<file path="src/rtl/coin_conditioner_if.sv">
// Coin mechanism <-> conditioner signal bundle: raw sensor lines and busy in,
// validated single-cycle event pulses and the stuck flag out.
interface coin_conditioner_if;
  logic raw_10p;
  logic raw_20p;
  logic raw_50p;
  logic raw_refund;
  logic busy;
  logic coin10p;
  logic coin20p;
  logic coin50p;
  logic refund;
  logic reject;
  logic err_stuck;

  modport master (
    output raw_10p, raw_20p, raw_50p, raw_refund, busy,
    input  coin10p, coin20p, coin50p, refund, reject, err_stuck
  );

  modport slave (
    input  raw_10p, raw_20p, raw_50p, raw_refund, busy,
    output coin10p, coin20p, coin50p, refund, reject, err_stuck
  );
endinterface

</file>
<file path="src/rtl/coin_conditioner.sv">
// Synchronises and debounces the coin/refund lines, emitting one registered
// pulse per validated insertion, rejecting ambiguous coins and flagging stuck sensors.
module coin_conditioner #(
  parameter int DB_CYCLES    = 4,
  parameter int STUCK_CYCLES = 64,
  parameter int CNT_W        = 7
) (
  input logic clk,
  input logic rst,
  coin_conditioner_if.slave bus
);

  typedef enum logic [2:0] {IDLE, DEBOUNCE, PULSE, WAIT_RELEASE, STUCK} state_t;

  localparam logic [CNT_W-1:0] DB_C    = CNT_W'(DB_CYCLES);
  localparam logic [CNT_W-1:0] STUCK_C = CNT_W'(STUCK_CYCLES);
  localparam logic [CNT_W-1:0] ONE_C   = CNT_W'(1);

  logic [3:0]       raw;
  logic [3:0]       sync1_q, sync2_q;
  state_t           state_q, state_d;
  logic [3:0]       sel_q, sel_d;
  logic [CNT_W-1:0] cnt_q, cnt_d;
  logic             low_q, low_d;
  logic [3:0]       pulse_q, pulse_d;
  logic             reject_q, reject_d;
  logic             err_q, err_d;
  logic             one_hot;

  assign raw     = {bus.raw_refund, bus.raw_50p, bus.raw_20p, bus.raw_10p};
  assign one_hot = (sync2_q != 4'd0) && ((sync2_q & (sync2_q - 4'd1)) == 4'd0);

  always_comb begin
    state_d  = state_q;
    sel_d    = sel_q;
    cnt_d    = cnt_q;
    low_d    = low_q;
    pulse_d  = 4'd0;
    reject_d = 1'b0;
    err_d    = err_q;
    case (state_q)
      IDLE: begin
        if (one_hot) begin
          sel_d   = sync2_q;
          cnt_d   = ONE_C;
          state_d = DEBOUNCE;
        end else if (sync2_q != 4'd0) begin
          reject_d = |sync2_q[2:0];
          cnt_d    = '0;
          low_d    = 1'b0;
          state_d  = WAIT_RELEASE;
        end
      end
      DEBOUNCE: begin
        if (sync2_q != sel_q) begin
          state_d = IDLE;
        end else if (cnt_q < DB_C) begin
          cnt_d = cnt_q + ONE_C;
        end else if (bus.busy) begin
          // A refund press while busy is simply dropped; coins go to the chute.
          reject_d = |sel_q[2:0];
          cnt_d    = '0;
          low_d    = 1'b0;
          state_d  = WAIT_RELEASE;
        end else begin
          pulse_d = sel_q;
          state_d = PULSE;
        end
      end
      PULSE: begin
        cnt_d   = '0;
        low_d   = 1'b0;
        state_d = WAIT_RELEASE;
      end
      WAIT_RELEASE: begin
        // low_q selects whether cnt is counting consecutive highs or lows.
        if (sync2_q != 4'd0) begin
          cnt_d = low_q ? ONE_C : cnt_q + ONE_C;
          low_d = 1'b0;
          if (cnt_d == STUCK_C) begin
            err_d   = 1'b1;
            state_d = STUCK;
          end
        end else begin
          cnt_d = low_q ? cnt_q + ONE_C : ONE_C;
          low_d = 1'b1;
          if (cnt_d == DB_C) state_d = IDLE;
        end
      end
      STUCK: ;
      default: state_d = IDLE;
    endcase
  end

  always_ff @(posedge clk) begin
    if (rst) begin
      sync1_q  <= 4'd0;
      sync2_q  <= 4'd0;
      state_q  <= WAIT_RELEASE;
      sel_q    <= 4'd0;
      cnt_q    <= '0;
      low_q    <= 1'b0;
      pulse_q  <= 4'd0;
      reject_q <= 1'b0;
      err_q    <= 1'b0;
    end else begin
      sync1_q  <= raw;
      sync2_q  <= sync1_q;
      state_q  <= state_d;
      sel_q    <= sel_d;
      cnt_q    <= cnt_d;
      low_q    <= low_d;
      pulse_q  <= pulse_d;
      reject_q <= reject_d;
      err_q    <= err_d;
    end
  end

  assign bus.coin10p   = pulse_q[0];
  assign bus.coin20p   = pulse_q[1];
  assign bus.coin50p   = pulse_q[2];
  assign bus.refund    = pulse_q[3];
  assign bus.reject    = reject_q;
  assign bus.err_stuck = err_q;

endmodule

</file>
<file path="src/flat_wrapper.sv">
// flat-port wrapper written by rule: the top's interface ports become plain ports
module coin_conditioner_flat 
#(
  parameter int DB_CYCLES    = 4,
  parameter int STUCK_CYCLES = 64,
  parameter int CNT_W        = 7
)
  (clk, rst, bus_raw_10p, bus_raw_20p, bus_raw_50p, bus_raw_refund, bus_busy, bus_coin10p, bus_coin20p, bus_coin50p, bus_refund, bus_reject, bus_err_stuck);
  coin_conditioner_if bus_i ();
  input logic clk;
  input logic rst;
  input wire logic [$bits(bus_i.raw_10p)-1:0] bus_raw_10p;
  input wire logic [$bits(bus_i.raw_20p)-1:0] bus_raw_20p;
  input wire logic [$bits(bus_i.raw_50p)-1:0] bus_raw_50p;
  input wire logic [$bits(bus_i.raw_refund)-1:0] bus_raw_refund;
  input wire logic [$bits(bus_i.busy)-1:0] bus_busy;
  output wire logic [$bits(bus_i.coin10p)-1:0] bus_coin10p;
  output wire logic [$bits(bus_i.coin20p)-1:0] bus_coin20p;
  output wire logic [$bits(bus_i.coin50p)-1:0] bus_coin50p;
  output wire logic [$bits(bus_i.refund)-1:0] bus_refund;
  output wire logic [$bits(bus_i.reject)-1:0] bus_reject;
  output wire logic [$bits(bus_i.err_stuck)-1:0] bus_err_stuck;
  assign bus_i.raw_10p = bus_raw_10p;
  assign bus_i.raw_20p = bus_raw_20p;
  assign bus_i.raw_50p = bus_raw_50p;
  assign bus_i.raw_refund = bus_raw_refund;
  assign bus_i.busy = bus_busy;
  assign bus_coin10p = bus_i.coin10p;
  assign bus_coin20p = bus_i.coin20p;
  assign bus_coin50p = bus_i.coin50p;
  assign bus_refund = bus_i.refund;
  assign bus_reject = bus_i.reject;
  assign bus_err_stuck = bus_i.err_stuck;
  coin_conditioner #(.DB_CYCLES(DB_CYCLES), .STUCK_CYCLES(STUCK_CYCLES), .CNT_W(CNT_W)) u_core (.clk(clk), .rst(rst), .bus(bus_i));
endmodule
</file>
<file path="config.mk">
export PLATFORM = sky130hd
export DESIGN_NAME = coin_conditioner_flat
export DESIGN_NICKNAME = d
export VERILOG_FILES = /design/src/rtl/coin_conditioner_if.sv /design/src/rtl/coin_conditioner.sv /design/src/flat_wrapper.sv
export SDC_FILE = /design/constraint.sdc
export NUM_CORES = 1
export LEC_CHECK = 0
export ABC_CLOCK_PERIOD_IN_PS = 2500
export BUFFER_PORTS_ARGS = -buffer_cell sky130_fd_sc_hd__buf_2
export CORE_ASPECT_RATIO = 0.7
export CORE_UTILIZATION = 30
export DETAILED_ROUTE_END_ITERATION = 6
export GPL_TIMING_DRIVEN = 0
export PLACE_DENSITY = 0.5
export SLEW_MARGIN = 20
export SYNTH_ARGS = -nofsm -noshare
export SYNTH_HDL_FRONTEND = slang
export SYNTH_SLANG_ARGS = --single-unit
</file>
<file path="constraint.sdc">
create_clock -name clk -period 2.5 [get_ports clk]
set_input_delay 0.375 -clock clk [delete_from_list [all_inputs] [get_ports clk]]
set_output_delay 0.375 -clock clk [all_outputs]
set_load 0.02 [all_outputs]
</file>
## After elaboration in Yosys (flattened, before gate mapping)

Index checks and enable logic that the tools add are counted.
Widths: inputs -> output; s select.

- Flip-flop bits (word level): 29
- Bits of input ports: 7
- Output and inout bits: 6
- Word-level logic and storage cells: 76

- $add $sub $neg: 2
- Order comparisons: 1
- Equal/unequal tests: 17
- Muxes and demuxes: 31
- Bitwise logic cells: 3
- Reduce and logical (&&, ||, !) cells: 13

Operators with widths:

| kind | number |
|---|---|
| $mux 7 | 8 |
| $pmux 7 s4 | 1 |
| $mux 3 | 7 |
| $pmux 3 s5 | 1 |
| $mux 1 | 12 |
| $ne 2x2->1 const B | 4 |
| $reduce_bool 4->1 | 2 |
| $add 7x1->7 const B | 1 |
| $eq 7x3->1 const B | 1 |
| $eq 7x7->1 const B | 1 |
| $lt 7x3->1 const B | 1 |
| $eq 3x2->1 const B | 2 |
| $ne 3x1->1 const B | 2 |
| $ne 3x2->1 const B | 2 |
| $reduce_and 6->1 | 1 |
| $reduce_or 3->1 | 2 |
| $reduce_and 5->1 | 1 |
| $reduce_or 5->1 | 1 |
| $and 4x4->4 | 1 |
| $logic_not 4->1 | 1 |
| $ne 4x4->1 | 1 |
| $pmux 1 s4 | 1 |
| $reduce_and 4->1 | 1 |
| $sub 4x1->4 const B | 1 |
| 10 further kinds | 11 |

## Logic depth before layout (Yosys ltp)

Gate-level depths: netlist of run 1.

- Word-level depth: 6
- Gate-level depth with buffers: 6
- Mapped depth without buffers: 6

## Worst setup path after synthesis of run 1

Ideal clock, no wire load.

- Path kind: register -> register
- Start: register u_core.sync2_q[1]
- End: register u_core.reject_q (netlist: u_core.bus.reject)
- Data arrival time: 1.639 ns
- Slack: 0.758 ns
- Cell stages (with the launch flop): 7
- Clock period less this slack: 1.742 ns
- Cells stage by stage: dfxtp_1 buf_6 xor2_1 nor4_4 and3_1 o311ai_1 a2111oi_2

- Word-level cells in the longest chain between the ends: 6
- Elaborated cells on any way between the ends: 11
- Those cells by class: add/sub (1); eq/ne (1); mux (4); bitwise (1); reduce/logical (4)

RTL lines:

| element | RTL line | text |
|---|---|---|
| start: declaration | coin_conditioner.sv:20 | `logic [3:0] sync1_q, sync2_q;` |
| start signal: assignment | coin_conditioner.sv:108 | `sync2_q <= sync1_q;` |
| $sub 4x1->4 | coin_conditioner.sv:31 | `assign one_hot = (sync2_q != 4'd0) && ((sync2_q & (sync2_q - 4'd1)) == 4'd0);` |
| $and 4x4->4 | coin_conditioner.sv:31 |  |
| $logic_not 4->1 | coin_conditioner.sv:31 |  |
| $logic_and 1x1->1 | coin_conditioner.sv:31 |  |
| $mux 1 | coin_conditioner.sv:43 | `if (one_hot) begin` |
| $pmux 1 s2 (*) | coin_conditioner.sv:41 | `case (state_q)` |
| end signal: assignment | coin_conditioner.sv:114 | `reject_q <= reject_d;` |
| end: declaration | coin_conditioner.sv:26 | `logic reject_q, reject_d;` |

Every way passes the cells marked *; elsewhere a longest branch is shown, timed or not.
A chain may end at the register's enable or synchronous reset.

## Worst setup path in the final report of run 1

- Start: register u_core.sync2_q[0]
- End: register u_core.reject_q (netlist: u_core.bus.reject)

The elaborated chain is that of the path after synthesis.

==> impl_metrics.toml, run 1 <==
[status]
status = "finished, final reports clean"

[pwr]
total_power_mw = 1.19
ir_drop_mv = 0.338
power.leakage_nw = 0.771
p_per_area_nw_per_um2 = 640

[layout]
area_growth_pct = 15.0
num_antenna_cells = 0
final_common_cell = "dfxtp_1"
seq_area_sq_um = 581
final_cell_area_sq_um = 1860
mostFrequentLayoutCells = "dfxtp_1, nand2_1, nor2_1"
fin_nets = 207
layout-drive-gt1-share_pct = 19.5
fillers = 520
multi_input_area_sq_um = 921

[clocking]
hold_buffers = 0
cts_num_sinks = 29
tritoncts = "done"
clk_latency_ps = 280
cts_root_buf = "clkbuf_8"
cts_setup_buffers = 0
numCtsBuffers = 5
clk_path_buf_depth = 2
path_clk_slew_ps = 60
htreeDepth = 2
ctsResizeCount = 0

[setup_path]
cp.arrival_ps = 2180
cp_max_fo = 9
reg2reg_depth = 5
slowest_delay_ps = 490
slowest_stage = "nor4_4"
cp-start-kind = "register"
end_kind = "register"
critPathKind = "register to register"
cp.required_ps = 2680
cp_cell_sequence = "xor2_1 > nor4_4 > and3_1 > o311ai_1 > a2111oi_2"

[yosys]
yosysUniqueCellTypes = 50
synth_area_leader_cell = "dfxtp_1"
synth_area_leaders = "dfxtp_1, nor2b_1, xor2_1, nand2_1, nor2_1"
synth_edf_count = 0
async_flop_share_pct = 0
ys_ff_latch = 29
synth_top_flop_cell = "dfxtp_1"
synth.avg_cell_area_sq_um = 8.95
yosysTopAreaCellShare_pct = 35.8
synth_cells = 181
yosys_warnings = 0
syn_area_sq_um = 1620
yosysSeqAreaShare_pct = 35.8
synth_nets = 189

[worst_hold_path]
min_path_cells = 2
hold_path_class = "input port to register"

[place]
gp_congestion = 0.787
dp_hpwl_mm = 2.68
port_buffers = 11
placed_area_sq_um = 1760

[route]
route.vias.total = 1360
drcViolationCount = 0
drtIter0Drc = 93
first_pass_iters = 4
postRouteAntennaNets = 0
routed_via_density = 5.06
wl_met2_mm = 1.29
wl_met3_microns = 155
wl_per_cell_microns = 13.4
wl_mm = 3.60
route.layer.met1.wl_mm = 2.12
top_layer = "met4"

[global_route]
overflow = 0
track_usage_pct = 13.5
grt_max_degree = 11
grt_pass1_vias = 1163
antenna_found_initial = 0
grt_pass1_wl_mm = 5.97

[sta]
finalSetupViolations = 0
slew_headroom_pct = 61.9
hold_viol = 0
finalMaxSlewViolations = 0
fin_crit_ps = 2000
fin_tns_setup_ps = 0
finClkSkew_ps = 3.12
fmax_ghz = 0.499
tightest_slew_ps = 571
rsz0062_at_grt = "false"
timing.final.crit_share_pct = 80.1

[die]
core_sq_um = 4990
start_util_pct = 32.5
rows = 21
fp.dieArea_sq_um = 5700
io_pins = 13
die_y_microns = 63.5
die_w_microns = 89.8

[flow_run]
maxCapViolations = 0
[through the flow]
stage	std cells	setup WS (ps)	hold WS [ps]	util [%]
2_1_floorplan	181	758	414	-
4_1_cts	269	499	294	37.3
6_report	269	498	301	37.3
5_1_grt	269	365	297	37.3
3_5_place_dp	261	537	421	35.3
3_3_place_gp	261	482	424	35.3
[state kept, by name, summed over array words and instances (netlist names)]
| register | count |
|---|---|
| u_core.bus.err_stuck | 1 |
| u_core.bus.reject | 1 |
| u_core.cnt_q | 7 |
| u_core.low_q | 1 |
| u_core.pulse_q | 4 |
| u_core.sel_q | 4 |
| u_core.state_q | 3 |
| u_core.sync1_q | 4 |
| u_core.sync2_q | 4 |
[cell families after synthesis]
kind of cell | after synthesis | share of synthesized area (%)
AND/OR/NAND/NOR | 76 | 27.1
AO/OA/AOI/OAI | 46 | 22.1
flip-flops | 29 | 35.8
buffers and inverters | 17 | 7.34
XOR/XNOR | 7 | 3.78
multiplexers | 4 | 2.47
adder cells (fa/ha/maj) | 2 | 1.39
[report_power, final]
part / total, mW / leakage, nW / internal, mW / switching (mW)
clock network: 0.426 / 0.0542 / 0.248 / 0.178
logic: 0.259 / 0.481 / 0.106 / 0.153
registers: 0.506 / 0.236 / 0.486 / 0.0206
total: 1.19 / 0.771 / 0.840 / 0.352
[per-layer routing]
metal,global-route usage (%),up-vias
met2,15.3,32
met3,4.23,5
met1,21.9,630
li1,-,693
met5,0,-
met4,4.92,0
[critical path, delay by kind of cell (launching register included)]
kind | cells | cell delay, ps
XOR/XNOR | 1 | 150
flip-flops | 1 | 480
AND/OR/NAND/NOR | 2 | 750
AO/OA/AOI/OAI | 2 | 520
[cells in the mapped netlist, drive strengths merged, types with 5 or more instances]
master,instances
inv,6
and3,5
nor2,13
nand3,7
a21oi,7
xor2,6
dfxtp,29
nand2,13
o21ai,9
nor2b,12
o211ai,6
nor4,5
buf,6
nor3,7
[area by class of cell]
type / instances / area share, %
Buffer: 11 / 5.17
Sequential cell: 29 / 31.2
Inverter: 6 / 1.21
Clock buffer: 7 / 5.17
Clock inverter: 1 / 0.269
Multi-Input combinational cell: 135 / 49.4
Tap cell: 69 / 4.63
Timing Repair Buffer: 11 / 2.95
[worst paths after layout]
check                                             startpoint                      endpoint  slack, ps
worst max register to register  u_core.sync2_q[0]$_SDFF_PP0_  u_core.bus.reject$_SDFF_PP0_        500
worst max-delay path            u_core.sync2_q[0]$_SDFF_PP0_  u_core.bus.reject$_SDFF_PP0_        500
worst min-delay path                             bus_raw_10p  u_core.sync1_q[0]$_SDFF_PP0_        300
worst min register to register  u_core.sync1_q[3]$_SDFF_PP0_  u_core.sync2_q[3]$_SDFF_PP0_        430
(Power assumes the default switching activity.)
==> inputs of run 2 (changes only) <==
--- a/config.mk
+++ b/config.mk
@@ -5,13 +5,14 @@
 export SDC_FILE = /design/constraint.sdc
 export NUM_CORES = 1
 export LEC_CHECK = 0
-export ABC_CLOCK_PERIOD_IN_PS = 2500
+export ABC_AREA = 1
+export ABC_CLOCK_PERIOD_IN_PS = 1630
 export BUFFER_PORTS_ARGS = -buffer_cell sky130_fd_sc_hd__buf_2
 export CORE_ASPECT_RATIO = 0.7
 export CORE_UTILIZATION = 30
 export DETAILED_ROUTE_END_ITERATION = 6
 export GPL_TIMING_DRIVEN = 0
-export PLACE_DENSITY = 0.5
+export PLACE_DENSITY = 0.51
 export SLEW_MARGIN = 20
 export SYNTH_ARGS = -nofsm -noshare
 export SYNTH_HDL_FRONTEND = slang
==> constraint.sdc (replaced) <==
create_clock -name clk -period 1.63 [get_ports clk]
set_input_delay 0.2445 -clock clk [delete_from_list [all_inputs] [get_ports clk]]
set_output_delay 0.2445 -clock clk [all_outputs]
set_load 0.02 [all_outputs]
==> impl_metrics.toml, run 2 <==
[die]
start_util_pct = 31.5
die_w_microns = 87.0
core_sq_um = 4810
rows = 21
io_pins = 13
fp.dieArea_sq_um = 5350
die_y_microns = 61.5

[setup_path]
cp.arrival_ps = 1660
cp_cell_sequence = "xor2_1 > nor2_2 > nand2_1 > nand2_1 > nand2_2 > nor2_4 > inv_2 > nand2_1 > a21oi_1"
critPathMostFrequentCell = "nand2_1"
cp.required_ps = 1760
rr_startpoint = "u_core.sync2_q[1]$_SDFF_PP0_"
slowest_delay_ps = 420
reg2reg_depth = 9
critPathKind = "register to register"
end_kind = "register"
critPathLaunch = "u_core.sync2_q[1]$_SDFF_PP0_"
slowest_stage = "dfxtp_1"
reg2reg_to = "u_core.cnt_q[1]$_SDFFE_PP0P_"
r2r_slack_ps = 110
cp-start-kind = "register"
cp_max_fo = 7

[layout]
largest_reg_flops = 7
final_common_cell = "nand2_1"
area_growth_pct = 21.2
top_register = "u_core.cnt_q"
layout-drive-gt1-share_pct = 23.9
fin_nets = 250
mostFrequentLayoutCells = "nand2_1, inv_1, nor2_1"
final_cell_area_sq_um = 1840
utilization_pct = 38.2
num_antenna_cells = 0
fillers = 526
final-instance-count-excl-fill = 312

[pwr]
power.internal_mw = 1.62
power.leakage_nw = 0.820
power_frac_comb_pct = 34.1
total_power_mw = 2.54
ir_drop_mv = 0.556
p_sw_share_pct = 36.2
switching_power_uw = 919
sequentialPowerShare_pct = 35.4
clockPowerShare_pct = 30.5
p_per_area_nw_per_um2 = 1380

[sta]
hold_viol = 0
slew_headroom_pct = 62.9
fmax_ghz = 0.657
tightest_slew_ps = 556
timing.final.crit_share_pct = 93.3
hold_ws_ps = 161
fin_tns_setup_ps = 0
worst_slack_ps = 109
finClkSkew_ps = 5.22
finalMaxSlewViolations = 0
fin_crit_ps = 1520
finalSetupViolations = 0

[flow_run]
maxCapViolations = 0

[yosys]
ys_ff_latch = 29
synth_area_leader_cell = "dfxtp_1"
async_flop_share_pct = 0
yosysUniqueCellTypes = 22
synth_edf_count = 0
synth_cells = 224
yosys_warnings = 0
syn_area_sq_um = 1520
yosysSeqAreaShare_pct = 38.3
yosys-top-cells-count = "nand2_1, inv_1, dfxtp_1"
yosysTopAreaCellShare_pct = 38.3
yosysMostFrequentCell = "nand2_1"
synth_area_leaders = "dfxtp_1, nand2_1, nand3_1, inv_1, nor2_1"
synth_nets = 232
synth_top_flop_cell = "dfxtp_1"
synth.avg_cell_area_sq_um = 6.77

[route]
drcViolationCount = 0
route.vias.total = 1360
first_pass_iters = 4
wl_mm = 3.25
wl_per_cell_microns = 10.4
drtIter0Drc = 54
postRouteAntennaNets = 0
routed_via_density = 4.36

[clocking]
cts_num_sinks = 29
numCtsBuffers = 5
htreeDepth = 2
clk_path_buf_depth = 2
cts_setup_buffers = 0
hold_buffers = 0
path_clk_slew_ps = 70
tritoncts = "done"
clk_latency_ps = 280
cts_root_buf = "clkbuf_8"

[worst_hold_path]
hold_path_class = "input port to register"
min_path_cells = 3
worstHoldStart = "bus_raw_10p"
whs_endpoint = "u_core.sync1_q[0]$_SDFF_PP0_"

[place]
dp_cells = 304
gp_congestion = 0.820
placed_area_sq_um = 1660
pre_cts_ws_ps = -86.2
dp_hpwl_mm = 2.45
port_buffers = 11

[status]
status = "finished, final reports clean"

[global_route]
grt_max_degree = 11
grt_pass1_vias = 1109
track_usage_pct = 13.6
antenna_found_initial = 0
grt_pass1_wl_mm = 5.33
overflow = 0
## run 2: cell types whose count changed after synthesis, moves of 5 or more
cell / previous run / this run
inv_2: 0 / 5
nand2_1: 13 / 47
nor2b_1: 12 / 0
o211ai_1: 6 / 0
nor2_2: 0 / 9
inv_1: 6 / 31
nor2_1: 13 / 28
nor3_1: 7 / 0
nand3_1: 7 / 24
a21oi_1: 7 / 16
nand4_1: 0 / 5
## run 2: power by group through the flow
stage	clock [mW]	sequential [mW]	combinational, mW
2_1_floorplan	0	0.877	0.670
3_5_place_dp	0	0.898	0.815
5_1_grt	0.841	0.912	0.995
3_3_place_gp	0	0.899	0.822
4_1_cts	0.799	0.892	0.833
6_report	0.775	0.900	0.866
## run 2: layout make-up
type	count	area [sq um]	share of cell area (%)
plain buffers	5	37.5	2.04
clock buffers	6	82.6	4.49
clock inverters	2	37.5	2.04
inverters	36	135	7.35
multi-input cells	154	816	44.4
flip-flops and latches	29	588	32.0
well taps	69	86.3	4.70
repair buffers	11	55.1	3.00
## run 2: worst max path at each step
stage	to
floorplan	u_core.state_q[1]$_SDFFE_PP1P_
global placement	u_core.state_q[0]$_SDFFE_PP1P_
detailed placement	u_core.state_q[0]$_SDFFE_PP1P_
global route	u_core.state_q[0]$_SDFFE_PP1P_
finish	u_core.cnt_q[1]$_SDFFE_PP0P_
CTS	u_core.state_q[0]$_SDFFE_PP1P_
## run 2: critical path: cells and delay by family (launching register included)
| family | cells | cell delay, ps |
|---|---|---|
| and+or+nand+nor | 6 | 680 |
| DFF | 1 | 420 |
| xor gates and xnor gates | 1 | 120 |
| buffers and inverters | 1 | 100 |
| AOI/OAI and AO/OA | 1 | 60 |
## run 2: kinds of logic after synthesis
| group | count (synthesis) | share of synthesized area, % |
|---|---|---|
| AOI/OAI and AO/OA | 26 | 9.16 |
| and+or+nand+nor | 122 | 37.5 |
| xor gates and xnor gates | 5 | 2.89 |
| adders and majority gates | 1 | 0.825 |
| buffers and inverters | 41 | 11.4 |
| DFF | 29 | 38.3 |
## run 2: repair_timing
action / CTS / global route
cloned: 0 / 0
pin swaps: 0 / 4
endpoints found under the setup margin: 2 / 7
resized for setup: 3 / 15
## run 2: layer usage
metal | share of wire (%) | GRT usage (%) | up-vias
met5 | 0 | 0 | -
met4 | 0.58 | 5.00 | 0
met3 | 5.1 | 4.42 | 2
met2 | 38 | 17.8 | 20
met1 | 56 | 20.2 | 604
li1 | - | - | 734
